===== config.mk =====
export PLATFORM = sky130hd
export DESIGN_NAME = proc_control_fsm
export DESIGN_NICKNAME = d
export VERILOG_FILES = /design/src/rtl/proc_control_fsm.sv
export SDC_FILE = /design/constraint.sdc
export NUM_CORES = 1
export LEC_CHECK = 0
export CORE_UTILIZATION = 44
export CTS_BUF_LIST = sky130_fd_sc_hd__clkbuf_4
export CTS_CLUSTER_SIZE = 16
export DETAILED_ROUTE_END_ITERATION = 8
export PLACE_DENSITY_LB_ADDON = 0.12
export SLEW_MARGIN = 20
export SYNTH_ARGS = -nofsm -noshare
export SYNTH_HDL_FRONTEND = slang
export SYNTH_SLANG_ARGS = --single-unit
export TNS_END_PERCENT = 20

===== constraint.sdc =====
create_clock -name In_Clk -period 1.6 [get_ports In_Clk]
set_input_delay 0.32 -clock In_Clk [delete_from_list [all_inputs] [get_ports In_Clk]]
set_output_delay 0.32 -clock In_Clk [all_outputs]
set_load 0.1 [all_outputs]

===== src/rtl/proc_control_fsm.sv =====
// Multicycle control sequencer: fetch/decode/exec/mem/write-back with memory ready handshake.
// Optional macro PROC_CTRL_ILLEGAL_TRAP_EN: illegal opcodes trap into HALT instead of executing as NOP.
module proc_control_fsm #(
    parameter int RESET_STATE_HOLD = 1
) (
    input  logic        In_Clk,
    input  logic        In_Rst,
    input  logic [3:0]  In_Opcode,
    input  logic        In_Zero,
    input  logic        In_MemReady,
    output logic        Out_MemReq,
    output logic        Out_MemWrite,
    output logic        Out_IorD,
    output logic        Out_IRWrite,
    output logic        Out_PCWrite,
    output logic [1:0]  Out_PCSrc,
    output logic [1:0]  Out_ALUOp,
    output logic [1:0]  Out_ALUSrcB,
    output logic        Out_RegWrite,
    output logic [1:0]  Out_WBSel,
    output logic        Out_Retire,
    output logic [15:0] Out_RetireCount,
    output logic [2:0]  Out_State
);

    typedef enum logic [2:0] {
        S_IDLE   = 3'd0,
        S_FETCH  = 3'd1,
        S_DECODE = 3'd2,
        S_EXEC   = 3'd3,
        S_MEM    = 3'd4,
        S_WB     = 3'd5,
        S_HALT   = 3'd6
    } state_t;

    localparam logic [3:0] OP_R    = 4'b0000;
    localparam logic [3:0] OP_ADDI = 4'b0100;
    localparam logic [3:0] OP_SI   = 4'b0101;
    localparam logic [3:0] OP_JALR = 4'b0110;
    localparam logic [3:0] OP_LW   = 4'b0111;
    localparam logic [3:0] OP_SW   = 4'b1000;
    localparam logic [3:0] OP_BEQ  = 4'b1001;
    localparam logic [3:0] OP_JAL  = 4'b1100;
    localparam logic [3:0] OP_LUI  = 4'b1110;
    localparam logic [3:0] OP_LBI  = 4'b1111;

    localparam logic [1:0] HOLD_LAST = 2'(RESET_STATE_HOLD - 1);

    state_t      r_state, w_next;
    logic [3:0]  r_opcode;
    logic [1:0]  r_hold_cnt;
    logic [15:0] r_retire_cnt;
    logic        w_retire;

    always_ff @(posedge In_Clk) begin
        if (In_Rst) begin
            r_state      <= S_IDLE;
            r_opcode     <= 4'd0;
            r_hold_cnt   <= 2'd0;
            r_retire_cnt <= 16'd0;
        end else begin
            r_state    <= w_next;
            r_hold_cnt <= (r_state == S_IDLE) ? r_hold_cnt + 2'd1 : 2'd0;
            if (r_state == S_DECODE)
                r_opcode <= In_Opcode;
            if (w_retire)
                r_retire_cnt <= r_retire_cnt + 16'd1;
        end
    end

    always_comb begin
        w_next       = r_state;
        w_retire     = 1'b0;
        Out_MemReq   = 1'b0;
        Out_MemWrite = 1'b0;
        Out_IorD     = 1'b0;
        Out_IRWrite  = 1'b0;
        Out_PCWrite  = 1'b0;
        Out_PCSrc    = 2'b00;
        Out_ALUOp    = 2'b00;
        Out_ALUSrcB  = 2'b00;
        Out_RegWrite = 1'b0;
        Out_WBSel    = 2'b00;
        case (r_state)
            S_IDLE: begin
                if (r_hold_cnt == HOLD_LAST)
                    w_next = S_FETCH;
            end
            S_FETCH: begin
                Out_MemReq = 1'b1;
                if (In_MemReady) begin
                    Out_IRWrite = 1'b1;
                    Out_PCWrite = 1'b1;
                    Out_ALUSrcB = 2'b10;
                    w_next      = S_DECODE;
                end
            end
            S_DECODE: w_next = S_EXEC;
            S_EXEC: begin
                case (r_opcode)
                    OP_R: w_next = S_WB;
                    OP_ADDI: begin
                        Out_ALUSrcB = 2'b01;
                        w_next      = S_WB;
                    end
                    OP_SI: begin
                        Out_ALUOp   = 2'b11;
                        Out_ALUSrcB = 2'b01;
                        w_next      = S_WB;
                    end
                    OP_LUI, OP_LBI: begin
                        Out_ALUOp   = 2'b10;
                        Out_ALUSrcB = 2'b01;
                        w_next      = S_WB;
                    end
                    OP_LW, OP_SW: begin
                        Out_ALUSrcB = 2'b01;
                        w_next      = S_MEM;
                    end
                    OP_BEQ: begin
                        Out_ALUOp   = 2'b01;
                        Out_PCWrite = In_Zero;
                        Out_PCSrc   = 2'b01;
                        w_retire    = 1'b1;
                        w_next      = S_FETCH;
                    end
                    OP_JAL, OP_JALR: begin
                        Out_RegWrite = 1'b1;
                        Out_WBSel    = 2'b10;
                        Out_PCWrite  = 1'b1;
                        Out_PCSrc    = (r_opcode == OP_JAL) ? 2'b10 : 2'b11;
                        w_retire     = 1'b1;
                        w_next       = S_FETCH;
                    end
                    default: begin
`ifdef PROC_CTRL_ILLEGAL_TRAP_EN
                        w_next   = S_HALT;
`else
                        w_retire = 1'b1;
                        w_next   = S_FETCH;
`endif
                    end
                endcase
            end
            S_MEM: begin
                Out_MemReq   = 1'b1;
                Out_IorD     = 1'b1;
                Out_MemWrite = (r_opcode == OP_SW);
                if (In_MemReady) begin
                    // stores finish here; loads still need the write-back cycle
                    w_retire = (r_opcode == OP_SW);
                    w_next   = (r_opcode == OP_SW) ? S_FETCH : S_WB;
                end
            end
            S_WB: begin
                Out_RegWrite = 1'b1;
                Out_WBSel    = (r_opcode == OP_LW) ? 2'b01 : 2'b00;
                w_retire     = 1'b1;
                w_next       = S_FETCH;
            end
            S_HALT: w_next = S_HALT;
            default: w_next = S_IDLE;
        endcase
    end

    assign Out_Retire      = w_retire;
    assign Out_RetireCount = r_retire_cnt;
    assign Out_State       = r_state;

endmodule


==> impl_metrics.csv, run 1 <==
group,metric,value,unit
status,status,"complete, but fails checks",
status,failed_checks,"negative setup slack",
sta,finalClockSkew,0.007563,ns
global_routing,grt_util_all_layers,31.78,%
worst_setup_path,crit_path_start_kind,"flop",
min_path,hold_path.class,"reg2reg",
worst_setup_path,critPathKind,"reg2out",
sta,hold_slack,0.5238,ns
sta,grt_setup_unrepaired,"true",
cts,clkTransAtPathRegs,0.14,ns
cts,clock_sink_count,25,
place,detailedPlacementHpwl,3.800,mm
synth,synth_warnings,0,
worst_setup_path,number_of_gates_on_the_worst_path_with_buffers_counted,5,
worst_setup_path,worst_path_dominant_cell_family,"simple AND/OR/NAND/NOR gates",
global_routing,antenna_found_initial,0,
place,port-buffer-count,41,
worst_setup_path,crit_startpoint,"Out_State[2]$_SDFFE_PP0P_",
routing,drc,0,
place,placed_cell_area,0.002686,mm²
power_and_ir_drop,leakage_power_of_the_design,0.001102,µW
worst_setup_path,endpoint,"Out_PCSrc[1]",
global_routing,global_route.overflow_total,0,
global_routing,grt_start_max_net_pins,15,
finish,post_route_cells_drive_above_1_share,55.93,%
floorplan,die_height,59.36,µm
power_and_ir_drop,maximum_ir_drop_on_the_vdd_rail,0.8267,mV
job,max_cap_viol_count,0,
worst_setup_path,critPathBufInv,2,
routing,avgViaCountPerCell,6.162,
synth,ys_seq_elements,25,
worst_setup_path,worst_path_max_delay_cell,"sky130_fd_sc_hd__or3_4",
sta,min_period_over_period,132.5,%
synth,yosys.area_share.simple,29.73,%
global_routing,grt_pass1_vias,1786,
synth,post_synthesis_adder_cell_area_fraction,1.729,%
routing,dr_wl_cell,20.74,µm
floorplan,initial_core_util,47.03,%
worst_setup_path,setup.reg_to_reg.worst_slack,-0.25,ns
routing,detail_route.first_pass.iterations,8,
floorplan,core,0.003078,mm²
routing,detail-route-antenna-nets,0,
floorplan,die_area,0.003524,mm²
routing,routed_wirelength,6.511,mm
sta,report.final.setup_viol,32,
cts,cts.path.max_buffers,2,
worst_setup_path,crit-reg2reg-capture,"Out_RetireCount[11]$_SDFFE_PP0P_",
synth,post_synthesis_cell_count,184,
power_and_ir_drop,p_total,3199,µW
synth,post_synth_num_cell_types,42,
floorplan,dieWidth,59.36,µm
power_and_ir_drop,powerDensity,1116,mW/mm²
synth,post_synth_xor_area_fraction,1.815,%
worst_setup_path,worst-endpoint-arrival,1.80,ns
synth,avgSynthCellArea,7.868,µm²
cts,tritoncts,"built",
synth,synthMuxAreaShare,1.469,%
worst_setup_path,cp_cell_sequence,"and3b_2 > nand2_2 > or3_4 > clkinvlp_4 > buf_12",
synth,synth_top_family_by_area,"simple AND/OR/NAND/NOR gates",
routing,dr_vias,1935,
synth,synth_edf_count,0,
cts,root_cell_of_the_clock_tree,"sky130_fd_sc_hd__clkbuf_4",
worst_setup_path,required,1.28,ns
worst_setup_path,r2r-start,"r_opcode[3]$_SDFFE_PP0N_",
synth,synth-seq-area-share,34.57,%
cts,tritoncts.num_buffers,3,
worst_setup_path,critPathCaptureType,"output port",
sta,slew_viol_final,0,
finish,final_util,93.13,%
sta,hold_violations,0,
place,gpl.final_weighted_congestion,0.8371,
sta,relSlewSlack,70.34,%
synth,ys.flop_type,"sky130_fd_sc_hd__dfxtp_1",
finish,finalNetCount,281,
sta,clock.fmax,0.4718,GHz
worst_setup_path,critPathMaxStageDelay,0.42,ns
synth,mappedNetlistArea,0.001448,mm²
synth,synth_compound_area_share,24.55,%
finish,finished_layout_cell_area,0.002867,mm²
cts,cts-htree-levels,1,
finish,ant_cells,0,
cts,clock_latency_at_the_later_pin_of_the_worst_skew_pair,0.34,ns
sta,worst_pin_slew,0.4419,ns
floorplan,row_count,20,
sta,fin_ws,-0.5195,ns
worst_setup_path,crit_fanout,5,
sta,finalCriticalPeriod,2.120,ns
floorplan,num_io_pins,42,
worst_setup_path,ff2ff_path_depth,6,
sta,totalNegativeSetupSlack,-7.942,ns
finish,layout-area-overhead-vs-synth,98.01,%
synth,net_count_synth,194,
cts,cts_hold_buf,0,
routing,first_iter_violations,162,
synth,postSynth.asyncResetShare,0,%
global_routing,grt_first_pass_wirelength,8.321,mm
## layout make-up
type / count / area, µm²
fillers: 97 / 211.5
repair buffers: 91 / 1160
multi-input cells: 141 / 1042
clock buffers: 4 / 30.03
inverters: 9 / 48.80
well taps: 44 / 55.05
flip-flops and latches: 25 / 530.5
## placed cells by master (no fill, tap or decap), drive strengths merged, types with 3 or more instances in the layout
master         count
buf               84
dfxtp             25
a21oi             22
nand2             19
nor2              17
o21ai             15
or3               10
clkdlybuf4s50      7
nand2b             6
nand3              6
inv                5
clkinvlp           4
nand4              4
clkbuf             4
and3               3
o31ai              3
or4                3
xnor2              3
and2               3
nor2b              3
## routing by layer
layer / track usage, % / part of all wire, % / up-vias
li1: - / - / 837
met1: 31.52 / 35 / 918
met2: 62.76 / 53 / 138
met3: 4.148 / 7.0 / 42
met4: 16.67 / 5.0 / 0
met5: 0 / 0 / -
## synth_stat cells, types with 2 or more instances
library cell | count | area share (%)
sky130_fd_sc_hd__nand2b_1 | 6 | 2.6
sky130_fd_sc_hd__nor2_1 | 17 | 4.4
sky130_fd_sc_hd__a21oi_1 | 18 | 6.2
sky130_fd_sc_hd__nor3_1 | 2 | 0.69
sky130_fd_sc_hd__inv_1 | 9 | 2.3
sky130_fd_sc_hd__nand2_1 | 19 | 4.9
sky130_fd_sc_hd__xnor2_1 | 3 | 1.8
sky130_fd_sc_hd__nor2b_1 | 3 | 1.3
sky130_fd_sc_hd__buf_2 | 2 | 0.69
sky130_fd_sc_hd__nand3b_1 | 2 | 1.0
sky130_fd_sc_hd__nand4_1 | 4 | 1.7
sky130_fd_sc_hd__and4_1 | 2 | 1.2
sky130_fd_sc_hd__o31ai_1 | 3 | 1.6
sky130_fd_sc_hd__a21oi_2 | 4 | 2.4
sky130_fd_sc_hd__a22o_1 | 2 | 1.2
sky130_fd_sc_hd__o21ai_2 | 4 | 2.4
sky130_fd_sc_hd__o21ai_1 | 3 | 1.0
sky130_fd_sc_hd__ha_1 | 2 | 1.7
sky130_fd_sc_hd__clkbuf_1 | 4 | 1.0
sky130_fd_sc_hd__dfxtp_1 | 25 | 35
sky130_fd_sc_hd__o21ai_0 | 8 | 2.8
sky130_fd_sc_hd__and2_1 | 3 | 1.3
sky130_fd_sc_hd__or3_1 | 10 | 4.3
sky130_fd_sc_hd__or4_1 | 3 | 1.6
sky130_fd_sc_hd__nand3_1 | 6 | 2.1
sky130_fd_sc_hd__and3_1 | 3 | 1.3
sky130_fd_sc_hd__buf_6 | 2 | 1.6
## cells by family after synthesis
kind of cell             Yosys count
adder cells (fa/ha/maj)            2
buffers and inverters             18
AND/OR/NAND/NOR                   82
XOR/XNOR                           3
AO/OA/AOI/OAI                     52
multiplexers                       2
flip-flops                        25
## per-stage QoR
stage | setup WS (ns) | instances
6_report | -0.5195 | 314
5_1_grt | -0.5499 | 314
4_1_cts | -0.5121 | 312
3_5_place_dp | -0.2826 | 307
3_3_place_gp | -0.2416 | 307
2_1_floorplan | -0.4603 | 184
## worst min-delay path: cells and delay by family, from the launching register on
kind | cells | cell delay, ns
compound gates | 2 | 0.12
flops | 1 | 0.38
## timing repair
item / 4_1_cts / 5_1_grt
cloned: 0 / 0
endpoints found under the setup margin: 30 / 31
resized for setup: 20 / 11
buffers inserted: 1 / 2
pin swaps: 3 / 7
## worst min-delay path by stage
stage	cells past startpoint	end	slack (ns)	from
floorplan	1	Out_State[0]$_SDFFE_PP0P_	0.38	In_Rst
global placement	2	Out_RetireCount[11]$_SDFFE_PP0P_	0.48	Out_RetireCount[11]$_SDFFE_PP0P_
detailed placement	2	Out_RetireCount[11]$_SDFFE_PP0P_	0.50	Out_RetireCount[11]$_SDFFE_PP0P_
CTS	3	r_opcode[2]$_SDFFE_PP0N_	0.52	In_Opcode[2]
global route	2	Out_RetireCount[15]$_SDFFE_PP0P_	0.54	Out_RetireCount[15]$_SDFFE_PP0P_
finish	2	Out_RetireCount[15]$_SDFFE_PP0P_	0.52	Out_RetireCount[15]$_SDFFE_PP0P_
## sequential cells by signal (all words and copies together) (netlist names)
name / cells
Out_RetireCount: 16
Out_State: 3
r_hold_cnt: 2
r_opcode: 4
## report_power, final
part	internal, µW	switching [µW]
sequential	701	58.4
clock	115	204
combinational	838	1280
total	1650	1550
Note: power is estimated with default switching activity, not from simulation.
==> run 2, diff against run 1 <==
--- a/config.mk
+++ b/config.mk
@@ -10,7 +10,7 @@
 export CTS_CLUSTER_SIZE = 16
 export DETAILED_ROUTE_END_ITERATION = 8
 export PLACE_DENSITY_LB_ADDON = 0.12
-export SLEW_MARGIN = 20
+export SLEW_MARGIN = 10
 export SYNTH_ARGS = -nofsm -noshare
 export SYNTH_HDL_FRONTEND = slang
 export SYNTH_SLANG_ARGS = --single-unit
==> results of run 2 <==
Final layout, timing and power as in run 1 (identical DEF).
==> run 3, diff against run 2 <==
--- a/config.mk
+++ b/config.mk
@@ -5,11 +5,13 @@
 export SDC_FILE = /design/constraint.sdc
 export NUM_CORES = 1
 export LEC_CHECK = 0
+export ABC_CLOCK_PERIOD_IN_PS = 1600
 export CORE_UTILIZATION = 44
 export CTS_BUF_LIST = sky130_fd_sc_hd__clkbuf_4
 export CTS_CLUSTER_SIZE = 16
 export DETAILED_ROUTE_END_ITERATION = 8
 export PLACE_DENSITY_LB_ADDON = 0.12
+export SETUP_SLACK_MARGIN = 0.1
 export SLEW_MARGIN = 10
 export SYNTH_ARGS = -nofsm -noshare
 export SYNTH_HDL_FRONTEND = slang
==> impl_metrics.csv, run 3 (synthesized netlist as in run 1, its figures left out) <==
group,metric,value,unit
finish,post_route_cells_drive_above_1_share,55.72,%
finish,final_cell_mix,"42 x sky130_fd_sc_hd__buf_4, 35 x sky130_fd_sc_hd__buf_12, 16 x sky130_fd_sc_hd__nand2_1, 16 x sky130_fd_sc_hd__a21oi_1, 15 x sky130_fd_sc_hd__dfxtp_2",
cts,tritoncts,"built",
sta,finalCriticalPeriod,2.134,ns
global_routing,grt_start_max_net_pins,15,
sta,hold_slack,0.5287,ns
worst_setup_path,worst_path_max_delay_cell,"sky130_fd_sc_hd__or3_4",
sta,hold_violations,0,
floorplan,core,0.003078,mm²
sta,min_period_over_period,133.4,%
power_and_ir_drop,powerDensity,1114,mW/mm²
cts,tritoncts.num_buffers,3,
finish,finalNetCount,282,
finish,largest_reg_flops,16,
routing,routed_wirelength,6.731,mm
worst_setup_path,critPathCaptureType,"output port",
power_and_ir_drop,leakage_power_of_the_design,0.001109,µW
place,placed_cell_area,0.002686,mm²
floorplan,num_io_pins,42,
place,port-buffer-count,41,
global_routing,antenna_found_initial,0,
global_routing,grt_pass1_vias,1786,
sta,totalNegativeSetupSlack,-8.784,ns
sta,worst_pin_slew,0.3922,ns
status,status,"complete, but fails checks",
finish,mostFrequentLayoutCell,"sky130_fd_sc_hd__buf_4",
min_path,hold_path.class,"in2reg",
cts,clock_latency_at_the_later_pin_of_the_worst_skew_pair,0.35,ns
sta,report.final.setup_viol,31,
finish,finished_layout_cell_area,0.002882,mm²
floorplan,die_height,59.36,µm
floorplan,dieWidth,59.36,µm
global_routing,grt_util_all_layers,31.78,%
power_and_ir_drop,maximum_ir_drop_on_the_vdd_rail,0.6924,mV
worst_setup_path,critPathKind,"reg2out",
finish,ant_cells,0,
routing,detail_route.first_pass.iterations,4,
cts,root_cell_of_the_clock_tree,"sky130_fd_sc_hd__clkbuf_4",
cts,cts-htree-levels,1,
finish,layout.cells.non_filler,315,
sta,relSlewSlack,73.52,%
routing,first_iter_violations,131,
cts,cts_hold_buf,0,
sta,fin_ws,-0.5343,ns
place,detailedPlace.worstSlack,-0.2826,ns
global_routing,global_route.overflow_total,0,
place,post-place-cells,307,
worst_setup_path,cp_cell_sequence,"and3b_2 > nand2_2 > or3_4 > clkinvlp_4 > buf_12",
routing,detail-route-antenna-nets,0,
worst_setup_path,worst-endpoint-arrival,1.81,ns
cts,clock_sink_count,25,
worst_setup_path,critPathMaxStageDelay,0.40,ns
routing,avgViaCountPerCell,6.232,
job,max_cap_viol_count,0,
cts,cts.path.max_buffers,2,
place,gpl.final_weighted_congestion,0.8371,
status,failed_checks,"negative setup slack",
routing,dr_vias,1963,
sta,grt_setup_unrepaired,"true",
sta,finalClockSkew,0.01506,ns
floorplan,initial_core_util,47.03,%
floorplan,die_area,0.003524,mm²
sta,clock.fmax,0.4685,GHz
worst_setup_path,required,1.28,ns
place,detailedPlacementHpwl,3.800,mm
sta,slew_viol_final,0,
worst_setup_path,crit_fanout,5,
cts,clkTransAtPathRegs,0.15,ns
global_routing,grt_first_pass_wirelength,8.321,mm
routing,drc,0,
worst_setup_path,crit_path_start_kind,"flop",
floorplan,row_count,20,
routing,dr_wl_cell,21.37,µm
finish,layout-area-overhead-vs-synth,99.05,%
==> run 3: changes by cell type in the layout (fill, tap and decap cells not counted) <==
cell                      delta
sky130_fd_sc_hd__nor2_2      -1
sky130_fd_sc_hd__and2_1      +1
sky130_fd_sc_hd__buf_4       +1
sky130_fd_sc_hd__a31o_4      -1
sky130_fd_sc_hd__a31o_2      +1
sky130_fd_sc_hd__buf_6       -1
sky130_fd_sc_hd__buf_12      +1
sky130_fd_sc_hd__and2_4      -1
sky130_fd_sc_hd__nand2_4     +1
sky130_fd_sc_hd__nor2_4      +1
sky130_fd_sc_hd__nand2_2     -1
==> run 3: path summary, 6_finish.rpt <==
path	from	end	slack (ns)	depth (start not counted)
setup / recovery	Out_State[2]$_SDFFE_PP0P_	Out_WBSel[1]	-0.53	5
hold / removal	In_Opcode[2]	r_opcode[2]$_SDFFE_PP0N_	0.53	3
setup reg to reg	Out_State[2]$_SDFFE_PP0P_	Out_RetireCount[6]$_SDFFE_PP0P_	-0.29	7
hold reg to reg	Out_RetireCount[11]$_SDFFE_PP0P_	Out_RetireCount[11]$_SDFFE_PP0P_	0.54	2
==> run 3: stage by stage <==
step	power [µW]	util (%)
after floorplan	1860	-
after global placement	2496	87.28
after detailed placement	2575	87.28
after CTS	2994	91.22
after global routing	3318	93.62
final	3211	93.62
==> run 3: worst max-delay path: cells and delay by family, from the launching register on <==
family / cells / cell delay [ns]
buf+inv: 2 / 0.29
flops: 1 / 0.39
simple gates: 3 / 0.77
==> run 3: where the power goes <==
group,switching (µW),leakage [µW],internal (µW)
Clock,210,0.0000184,115
Combinational,1260,0.000879,860
Sequential,60.8,0.000212,701
==> run 3: layout make-up <==
class	count	area [µm²]
multi-input combinational	141	1041
clock buffer	4	30.03
fill	93	196.4
tap	44	55.05
inverter	9	48.80
timing repair buffer	92	1176
sequential	25	530.5
==> run 3: routing by layer <==
layer / up-vias / part of all wire, % / GRT usage (%)
li1: 834 / - / -
met1: 943 / 33 / 31.52
met2: 140 / 54 / 62.76
met3: 46 / 6.6 / 4.148
met4: 0 / 6.7 / 16.67
met5: - / 0 / 0
==> run 3: timing repair <==
item | CTS | global route
endpoints found under the setup margin | 33 | 35
buffers inserted | 1 | 3
endpoints found under the hold margin | 0 | 0
pin swaps | 3 | 6
gates resized for setup | 20 | 13
